**src/rtl/vga_layer_pkg.sv**
```systemverilog
// Shared encodings and constants for the layer fetch scheduler.
// State names mirror the slot phases: idle, three layer reads, result.
package vga_layer_pkg;

   typedef enum logic [2:0] {
      IDLE,
      RD_T,
      RD_I,
      RD_M,
      RES
   } state_t;

   localparam int L_TITLE = 2;
   localparam int L_ICON  = 1;
   localparam int L_MAP   = 0;

   localparam logic [11:0] COLOR_TRANSPARENT = 12'h000;
   localparam int          RD_LATENCY        = 1;

endpackage

```
**src/rtl/layer_prio_mux.sv**
```systemverilog
// Combinational priority select of three layer colours: title > icon > map.
// A transparent colour falls through to the next lower layer.
module layer_prio_mux #(
   parameter int COLOR_W = 12
) (
   input  logic [COLOR_W-1:0] title,
   input  logic [COLOR_W-1:0] icon,
   input  logic [COLOR_W-1:0] map,
   output logic [COLOR_W-1:0] color
);
   import vga_layer_pkg::*;

   localparam logic [COLOR_W-1:0] TRANSP = COLOR_W'(COLOR_TRANSPARENT);

   always_comb begin
      color = map;
      if (title != TRANSP) begin
         color = title;
      end else if (icon != TRANSP) begin
         color = icon;
      end
   end

endmodule

```
**src/rtl/layer_fetch_scheduler.sv**
```systemverilog
// Shares one 1-cycle-latency layer memory between title, icon and map per pixel slot.
// Optional sticky overrun output when LFS_OVERRUN_FLAG_EN is defined.
module layer_fetch_scheduler #(
   parameter int ADDR_W      = 14,
   parameter int COLOR_W     = 12,
   parameter int SLOT_CYCLES = 4
) (
   input  logic               clk,
   input  logic               reset_n,
   input  logic               pix_tick,
   input  logic               video_on,
   input  logic [2:0]         layer_en,
   input  logic [ADDR_W-1:0]  title_addr,
   input  logic [ADDR_W-1:0]  icon_addr,
   input  logic [ADDR_W-1:0]  map_addr,
   output logic               mem_en,
   output logic [ADDR_W-1:0]  mem_addr,
   input  logic [COLOR_W-1:0] mem_rdata,
   output logic [COLOR_W-1:0] color_out,
   output logic               color_valid,
`ifdef LFS_OVERRUN_FLAG_EN
   output logic               overrun,
`endif
   output logic               busy
);
   import vga_layer_pkg::*;

   if (SLOT_CYCLES < 4 || RD_LATENCY != 1) begin : g_cfg_check
      $error("layer_fetch_scheduler: slot must be >= 4 clocks with 1-cycle memory");
   end

   state_t              state_reg, state_next;
   logic                vid_reg;
   logic [2:0]          en_reg;
   logic [ADDR_W-1:0]   t_addr_reg, i_addr_reg, m_addr_reg, addr_hold_reg;
   logic [COLOR_W-1:0]  title_data_reg, icon_data_reg, color_out_reg;
   logic                icon_rd_reg, map_rd_reg;
   logic                color_valid_reg, busy_reg;
   logic                accept, title_rd, rdata_hit;
   logic [COLOR_W-1:0]  map_data, mux_color;

   assign accept    = pix_tick && (state_reg == IDLE || state_reg == RES);
   assign title_rd  = vid_reg & en_reg[L_TITLE];
   assign rdata_hit = (mem_rdata != '0);
   assign map_data  = map_rd_reg ? mem_rdata : '0;

   // The hit decision for the previous layer is taken from mem_rdata in the same
   // cycle the next read is issued; that is what keeps a full slot at 4 clocks.
   always_comb begin
      state_next = state_reg;
      mem_en     = 1'b0;
      mem_addr   = addr_hold_reg;
      case (state_reg)
         IDLE: begin
            if (pix_tick) state_next = RD_T;
         end
         RD_T: begin
            mem_en     = title_rd;
            state_next = RD_I;
            if (mem_en) mem_addr = t_addr_reg;
         end
         RD_I: begin
            mem_en     = vid_reg & en_reg[L_ICON] & ~(title_rd & rdata_hit);
            state_next = RD_M;
            if (mem_en) mem_addr = i_addr_reg;
         end
         RD_M: begin
            mem_en     = vid_reg & en_reg[L_MAP] & (title_data_reg == '0)
                         & ~(icon_rd_reg & rdata_hit);
            state_next = RES;
            if (mem_en) mem_addr = m_addr_reg;
         end
         RES: begin
            state_next = pix_tick ? RD_T : IDLE;
         end
         default: state_next = IDLE;
      endcase
   end

   always_ff @(posedge clk or negedge reset_n) begin
      if (!reset_n) begin
         state_reg <= IDLE;
      end else begin
         state_reg <= state_next;
      end
   end

   layer_prio_mux #(.COLOR_W(COLOR_W)) u_prio_mux (
      .title (title_data_reg),
      .icon  (icon_data_reg),
      .map   (map_data),
      .color (mux_color)
   );

   always_ff @(posedge clk or negedge reset_n) begin
      if (!reset_n) begin
         vid_reg         <= 1'b0;
         en_reg          <= '0;
         t_addr_reg      <= '0;
         i_addr_reg      <= '0;
         m_addr_reg      <= '0;
         addr_hold_reg   <= '0;
         title_data_reg  <= '0;
         icon_data_reg   <= '0;
         icon_rd_reg     <= 1'b0;
         map_rd_reg      <= 1'b0;
         color_out_reg   <= '0;
         color_valid_reg <= 1'b0;
         busy_reg        <= 1'b0;
      end else begin
         addr_hold_reg   <= mem_addr;
         color_valid_reg <= 1'b0;
         busy_reg        <= (state_next == RD_T) || (state_next == RD_I) ||
                            (state_next == RD_M);
         if (accept) begin
            vid_reg    <= video_on;
            en_reg     <= layer_en;
            t_addr_reg <= title_addr;
            i_addr_reg <= icon_addr;
            m_addr_reg <= map_addr;
         end
         // Data is only kept for reads actually issued; otherwise the layer is transparent.
         case (state_reg)
            RD_I: begin
               title_data_reg <= title_rd ? mem_rdata : '0;
               icon_rd_reg    <= mem_en;
            end
            RD_M: begin
               icon_data_reg <= icon_rd_reg ? mem_rdata : '0;
               map_rd_reg    <= mem_en;
            end
            RES: begin
               color_out_reg   <= mux_color;
               color_valid_reg <= 1'b1;
            end
            default: ;
         endcase
      end
   end

`ifdef LFS_OVERRUN_FLAG_EN
   logic overrun_reg;

   always_ff @(posedge clk or negedge reset_n) begin
      if (!reset_n) begin
         overrun_reg <= 1'b0;
      end else if (pix_tick && busy_reg) begin
         overrun_reg <= 1'b1;
      end
   end

   assign overrun = overrun_reg;
`endif

   assign color_out   = color_out_reg;
   assign color_valid = color_valid_reg;
   assign busy        = busy_reg;

endmodule
```
**config.mk**
```make
export PLATFORM = sky130hd
export DESIGN_NAME = layer_fetch_scheduler
export DESIGN_NICKNAME = d
export VERILOG_FILES = /design/src/rtl/vga_layer_pkg.sv /design/src/rtl/layer_prio_mux.sv /design/src/rtl/layer_fetch_scheduler.sv
export SDC_FILE = /design/constraint.sdc
export NUM_CORES = 1
export LEC_CHECK = 0
export ABC_AREA = 1
export CORE_ASPECT_RATIO = 1.2
export CORE_MARGIN = 2
export CORE_UTILIZATION = 53
export CTS_CLUSTER_SIZE = 25
export DETAILED_ROUTE_END_ITERATION = 8
export GPL_TIMING_DRIVEN = 0
export PLACE_DENSITY = 0.79
export RECOVER_POWER = 100
export SYNTH_ARGS = -nofsm -noshare
export SYNTH_HDL_FRONTEND = slang
export SYNTH_SLANG_ARGS = --single-unit
```
**constraint.sdc**
```tcl
create_clock -name clk -period 1.65 [get_ports clk]
set_input_delay 0.165 -clock clk [delete_from_list [all_inputs] [get_ports clk]]
set_output_delay 0.165 -clock clk [all_outputs]
set_load 0.02 [all_outputs]
```
== Yosys cells after proc, flatten, opt, wreduce, memory -nomap -nowiden ==
Cells that the tools add are included.

* Flip-flop bits (word level): 103
* Input port bits: 61
* Logic and storage cells: 54

* Equality and inequality tests: 7
* Muxes and demuxes: 14
* Bitwise operators: 10
* Reductions and logical operators: 9

{| class="wikitable"
|+ Operators by type and width
! kind !! number
|-
| $mux W12 || 5
|-
| $mux W14 || 3
|-
| $pmux W14 S3 || 1
|-
| $reduce_bool A12 Y1 || 3
|-
| $pmux W3 S5 || 1
|-
| $eq A3 B2 Y1 const B || 4
|-
| $logic_not A12 Y1 || 1
|-
| $and A1 B1 Y1 || 8
|-
| $eq A3 B1 Y1 const B || 2
|-
| $eq A3 B3 Y1 const B || 1
|-
| $logic_not A3 Y1 || 1
|-
| $logic_or A1 B1 Y1 || 3
|-
| $mux W3 || 1
|-
| $pmux W1 S3 || 1
|-
| $mux W1 || 2
|-
| $not A1 Y1 || 2
|-
| $logic_and A1 B1 Y1 || 1
|}

== Depth between registers and ports, before layout ==
* Depth after elaboration: 6
* Mapped depth: 10
* Mapped depth without buffers: 9

== By module ==
Synthesis repeated with hierarchy kept, for this count alone.

* Cells, all modules: 645
* Area, all modules: 5358.9 um^2

{| class="wikitable"
|+ Modules (own cells, without submodules)
! module !! times used !! cells an instance !! area an instance (um^2)
|-
| layer_fetch_scheduler || 1 || 547 || 4924.7
|-
| layer_prio_mux || 1 || 98 || 434.2
|}

== Worst setup path before layout ==
Ideal clock, no wire load.

* Path kind: reg2reg
* Start point: reg title_data_reg[11]
* End point: reg addr_hold_reg[0]
* Library setup time: 0.229 ns
* Arrival time: 1.382 ns
* Required time: 1.421 ns
* Setup slack: 0.039 ns
* Stages on the path, launching flop included: 10
* Path buffers: 1
* Clock period less this slack: 1.611 ns
* Cells stage by stage: dfrtp_1 -> nor2_1 -> nand2_1 -> nor2_2 -> nand2_4 -> nor2_8 -> buf_6 -> nand3b_1 -> nand3_1 -> nand4_1

* Word-level cells in the longest chain between the ends: 5

{| class="wikitable"
|+ Ends and longest elaborated chain
! what !! RTL line !! text
|-
| start, declared || layer_fetch_scheduler.sv:36 || <nowiki>logic [COLOR_W-1:0] title_data_reg, icon_data_reg, color_out_reg;</nowiki>
|-
| start signal, assigned || layer_fetch_scheduler.sv:125 || <nowiki>title_data_reg <= title_rd ? mem_rdata : '0;</nowiki>
|-
| $logic_not A12 Y1 || layer_fetch_scheduler.sv:68 || <nowiki>mem_en = vid_reg & en_reg[L_MAP] & (title_data_reg == '0)</nowiki>
|-
| $and A1 B1 Y1 || layer_fetch_scheduler.sv:68 ||
|-
| $and A1 B1 Y1 || layer_fetch_scheduler.sv:69 || <nowiki>& ~(icon_rd_reg & rdata_hit);</nowiki>
|-
| $mux W14 || layer_fetch_scheduler.sv:71 || <nowiki>if (mem_en) mem_addr = m_addr_reg;</nowiki>
|-
| $pmux W14 S3 || layer_fetch_scheduler.sv:53 || <nowiki>case (state_reg)</nowiki>
|-
| net mem_addr[0] || layer_fetch_scheduler.sv:17 || <nowiki>output logic [ADDR_W-1:0] mem_addr,</nowiki>
|-
| end signal, assigned || layer_fetch_scheduler.sv:111 || <nowiki>addr_hold_reg <= mem_addr;</nowiki>
|-
| end, declared || layer_fetch_scheduler.sv:35 || <nowiki>logic [ADDR_W-1:0] t_addr_reg, i_addr_reg, m_addr_reg, addr_hold_reg;</nowiki>
|}

The timed path passes the listed nets, and every way through them passes these cells.
A chain may end at the register's enable or synchronous reset.

== Worst setup path in the final report ==
* Start point: reg title_data_reg[11]
* End point: out mem_addr[11]

* Word-level cells in the longest chain between the ends: 5

{| class="wikitable"
|+ Ends and longest elaborated chain
! what !! RTL line
|-
| $logic_not A12 Y1 || layer_fetch_scheduler.sv:68
|-
| $and A1 B1 Y1 || layer_fetch_scheduler.sv:68
|-
| $and A1 B1 Y1 || layer_fetch_scheduler.sv:69
|-
| $mux W14 || layer_fetch_scheduler.sv:71
|-
| $pmux W14 S3 || layer_fetch_scheduler.sv:53
|-
| end, declared || layer_fetch_scheduler.sv:17
|}

Every way passes these cells.

==> flow_metrics.tcl <==
set metrics [dict create \
    status "finished, violations left" \
    violations "negative setup slack" \
    cts_tree "yes" \
    p_seq_share_pct 29.4 \
    avgRoutedWirePerCell_um 16.87 \
    netlist_area_mm2 0.005054 \
    ir_worst_vdd_v 0.001475 \
    crit_type "reg2out" \
    postSynthCellCount 578 \
    maxCapViolCount 0 \
    route.vias.total 4661 \
    nNetsFinal 764 \
    grt_usage_pct 27.79 \
    cp-start-kind "flip-flop" \
    start_util_pct 53.66 \
    crit_fanout 7 \
    yosys_most_used_dff "dfrtp_1" \
    clk_latency_ps 350 \
    die_area_mm2 0.01034 \
    maxSlewViolCount 0 \
    switching_share_pct 43.13 \
    tightest_slew_ps 1131 \
    grt_pass1_vias 4604 \
    drc 0 \
    holdWs_ps 178.8 \
    leakage_nw 3.206 \
    die_h_um 111.0 \
    grt_max_degree 60 \
    final_util_pct 71.58 \
    register_area_mm2 0.002577 \
    die_w_um 93.14 \
    drtIter0Drc 294 \
    syn_avg_cell_area_um2 8.743 \
    dr.pass1.iters 5 \
    multi_input_area_mm2 0.002195 \
    hold_viol_final 0 \
    synth_cell_types 25 \
    ys_async_sr_fraction_pct 100.0 \
    via_per_inst 5.609 \
    synth_top_cell_by_area "dfrtp_1" \
    htreeDepth 3 \
    combPwrFrac_pct 55.4 \
    clock_sinks 103 \
    core.rowCount 39 \
    nFillCells 746 \
    ant_nets 0 \
    synthTopCellsByCount "dfrtp_1, nand2_1, nand3_1" \
    max_freq_ghz 0.4539 \
    synth-edff-count 0 \
    yosysMostFrequentCell "dfrtp_1" \
    synth.yosys.seq_area_share_pct 51.00 \
    synth.top_cell.area_share_pct 51.00 \
    finalSetupTns_ps -11630 \
    synth_warnings 0 \
    hpwl_um 9844 \
    drive_gt1_share_pct 21.05 \
    finalClockSkew_ps 6.805 \
    min_period_over_period_pct 133.5 \
    switching_power_w 0.006484 \
    grt_overflow 0 \
    cts-root-buf "clkbuf_16" \
    crit_path_end_kind "primary output" \
    grt_pass1_wl_um 22070 \
    setup_viol 53 \
    p_per_area_mw_per_mm2 2230 \
    hold_path.class "in2reg" \
    cp.required_ps 1480 \
    rsz0062_at_grt "true" \
    intPower_w 0.008552 \
    clk_pin_slew_ps 70 \
    syn-num-nets 639 \
    setup_slack_ps -553.0 \
    area_growth_syn_to_layout_pct 33.40 \
    core_mm2 0.009418 \
    cp_data_arrival_time_ps 2040 \
    power.share.clock_pct 15.3 \
    wirelength_um 14020 \
    slew_headroom_pct 24.59 \
    ys_top_cells_by_area "dfrtp_1, nand3_1, mux2_2" \
    place_congestion 0.9360 \
    pre_cts_slack_ps -915.6 \
    antenna_found_initial 0 \
    clock_path_buffers 2 \
    cts-buffers-inserted 9 \
    ys_ff_latch 103 \
    portBuffers 89 \
    layout_min_cycle_time_ps 2203 \
    n_antenna_cell 0 \
    pin_count 90 \
]
## per-layer routing
metal / global-route usage (%) / vias to the layer above / wire length, µm / share of wire (%)
met2: 48.41 / 202 / 7421 / 53
met1: 33.44 / 2266 / 5265 / 38
met3: 2.311 / 40 / 711 / 5.1
met4: 15.88 / 0 / 623 / 4.4
li1: - / 2153 / - / -
met5: 0 / - / 0 / 0
## logic make-up after synthesis
group / count (synthesis) / share of synthesized area [%]
muxes: 32 / 7.131
DFF: 103 / 51.00
AOI/OAI and AO/OA: 70 / 6.982
buffers and inverters: 84 / 7.527
and+or+nand+nor: 289 / 27.36
## placed cells by master, fill, tap and decap left out, drive strengths merged
| cell type | count |
|---|---|
| dlymetal6s2s | 4 |
| dfrtp | 103 |
| and2 | 1 |
| nand3b | 14 |
| nor3 | 1 |
| clkinv | 4 |
| nand4 | 20 |
| a21oi | 26 |
| nand3 | 74 |
| dlygate4sd3 | 1 |
| o211ai | 1 |
| buf | 60 |
| nand2 | 102 |
| bufinv | 2 |
| clkbuf | 18 |
| inv | 56 |
| nor2 | 76 |
| o21ai | 43 |
| nor4 | 1 |
| clkdlybuf4s50 | 69 |
| mux2 | 32 |
## stage by stage
| stage | cell area (µm²) | power (W) | instances |
|---|---|---|---|
| 6_report | 6741 | 0.01504 | 831 |
| 5_1_grt | 6741 | 0.01594 | 831 |
| 4_1_cts | 6635 | 0.01467 | 831 |
| 3_5_place_dp | 6123 | 0.01167 | 791 |
| 3_3_place_gp | 6098 | 0.01146 | 790 |
| 2_1_floorplan | 5054 | 0.009040 | 578 |
## power groups by stage
stage / logic (W) / clock network [W] / registers (W)
global route: 0.00898 / 0.00242 / 0.00454
detailed placement: 0.00724 / 0 / 0.00444
finish: 0.00833 / 0.00229 / 0.00441
floorplan: 0.00459 / 0 / 0.00445
CTS: 0.00795 / 0.00233 / 0.00438
global placement: 0.00708 / 0 / 0.00437
## repair_timing
item | 4_1_cts | 5_1_grt
setup endpoints to repair | 24 | 54
pin swaps | 5 | 11
hold endpoints to repair | 44 | 0
resized for setup | 90 | 43
hold buffers | 1 | 0
setup buffers | 22 | 6
gates cloned | 2 | 1
## worst max-delay path, stage by stage, from the launching register on
cell and delay [ps]:
dfrtp_1 380, nor2_1 100, nand2_1 100, nor2_2 160, nand2_4 100, nor2_8 180
nand2_4 110, buf_8 150, nand2_2 50, nand3_1 70, nand4_1 150, buf_6 150
## path summary, 6_finish.rpt
kind | startpoint | slack, ps | cells after the start | to
min reg2reg | color_out[4] | 480 | 2 | color_out[4]
max reg2reg | title_data_reg[11] | -440 | 13 | addr_hold_reg[8]
min in group asynchronous | reset_n | 560 | 2 | color_out[9]
max in group asynchronous | reset_n | 250 | 3 | m_addr_reg[1]
min | mem_rdata[2] | 180 | 3 | title_data_reg[2]
max | title_data_reg[11] | -550 | 11 | mem_addr[11]
## cell type report
| type | instances | share of cell area (%) |
|---|---|---|
| flip-flops and latches | 103 | 38.23 |
| repair buffers | 115 | 16.28 |
| multi-input cells | 391 | 32.55 |
| clock buffers | 10 | 3.545 |
| plain buffers | 27 | 2.710 |
| clock inverters | 6 | 1.244 |
| well taps | 123 | 2.283 |
| inverters | 56 | 3.155 |
(Power assumes the default switching activity.)
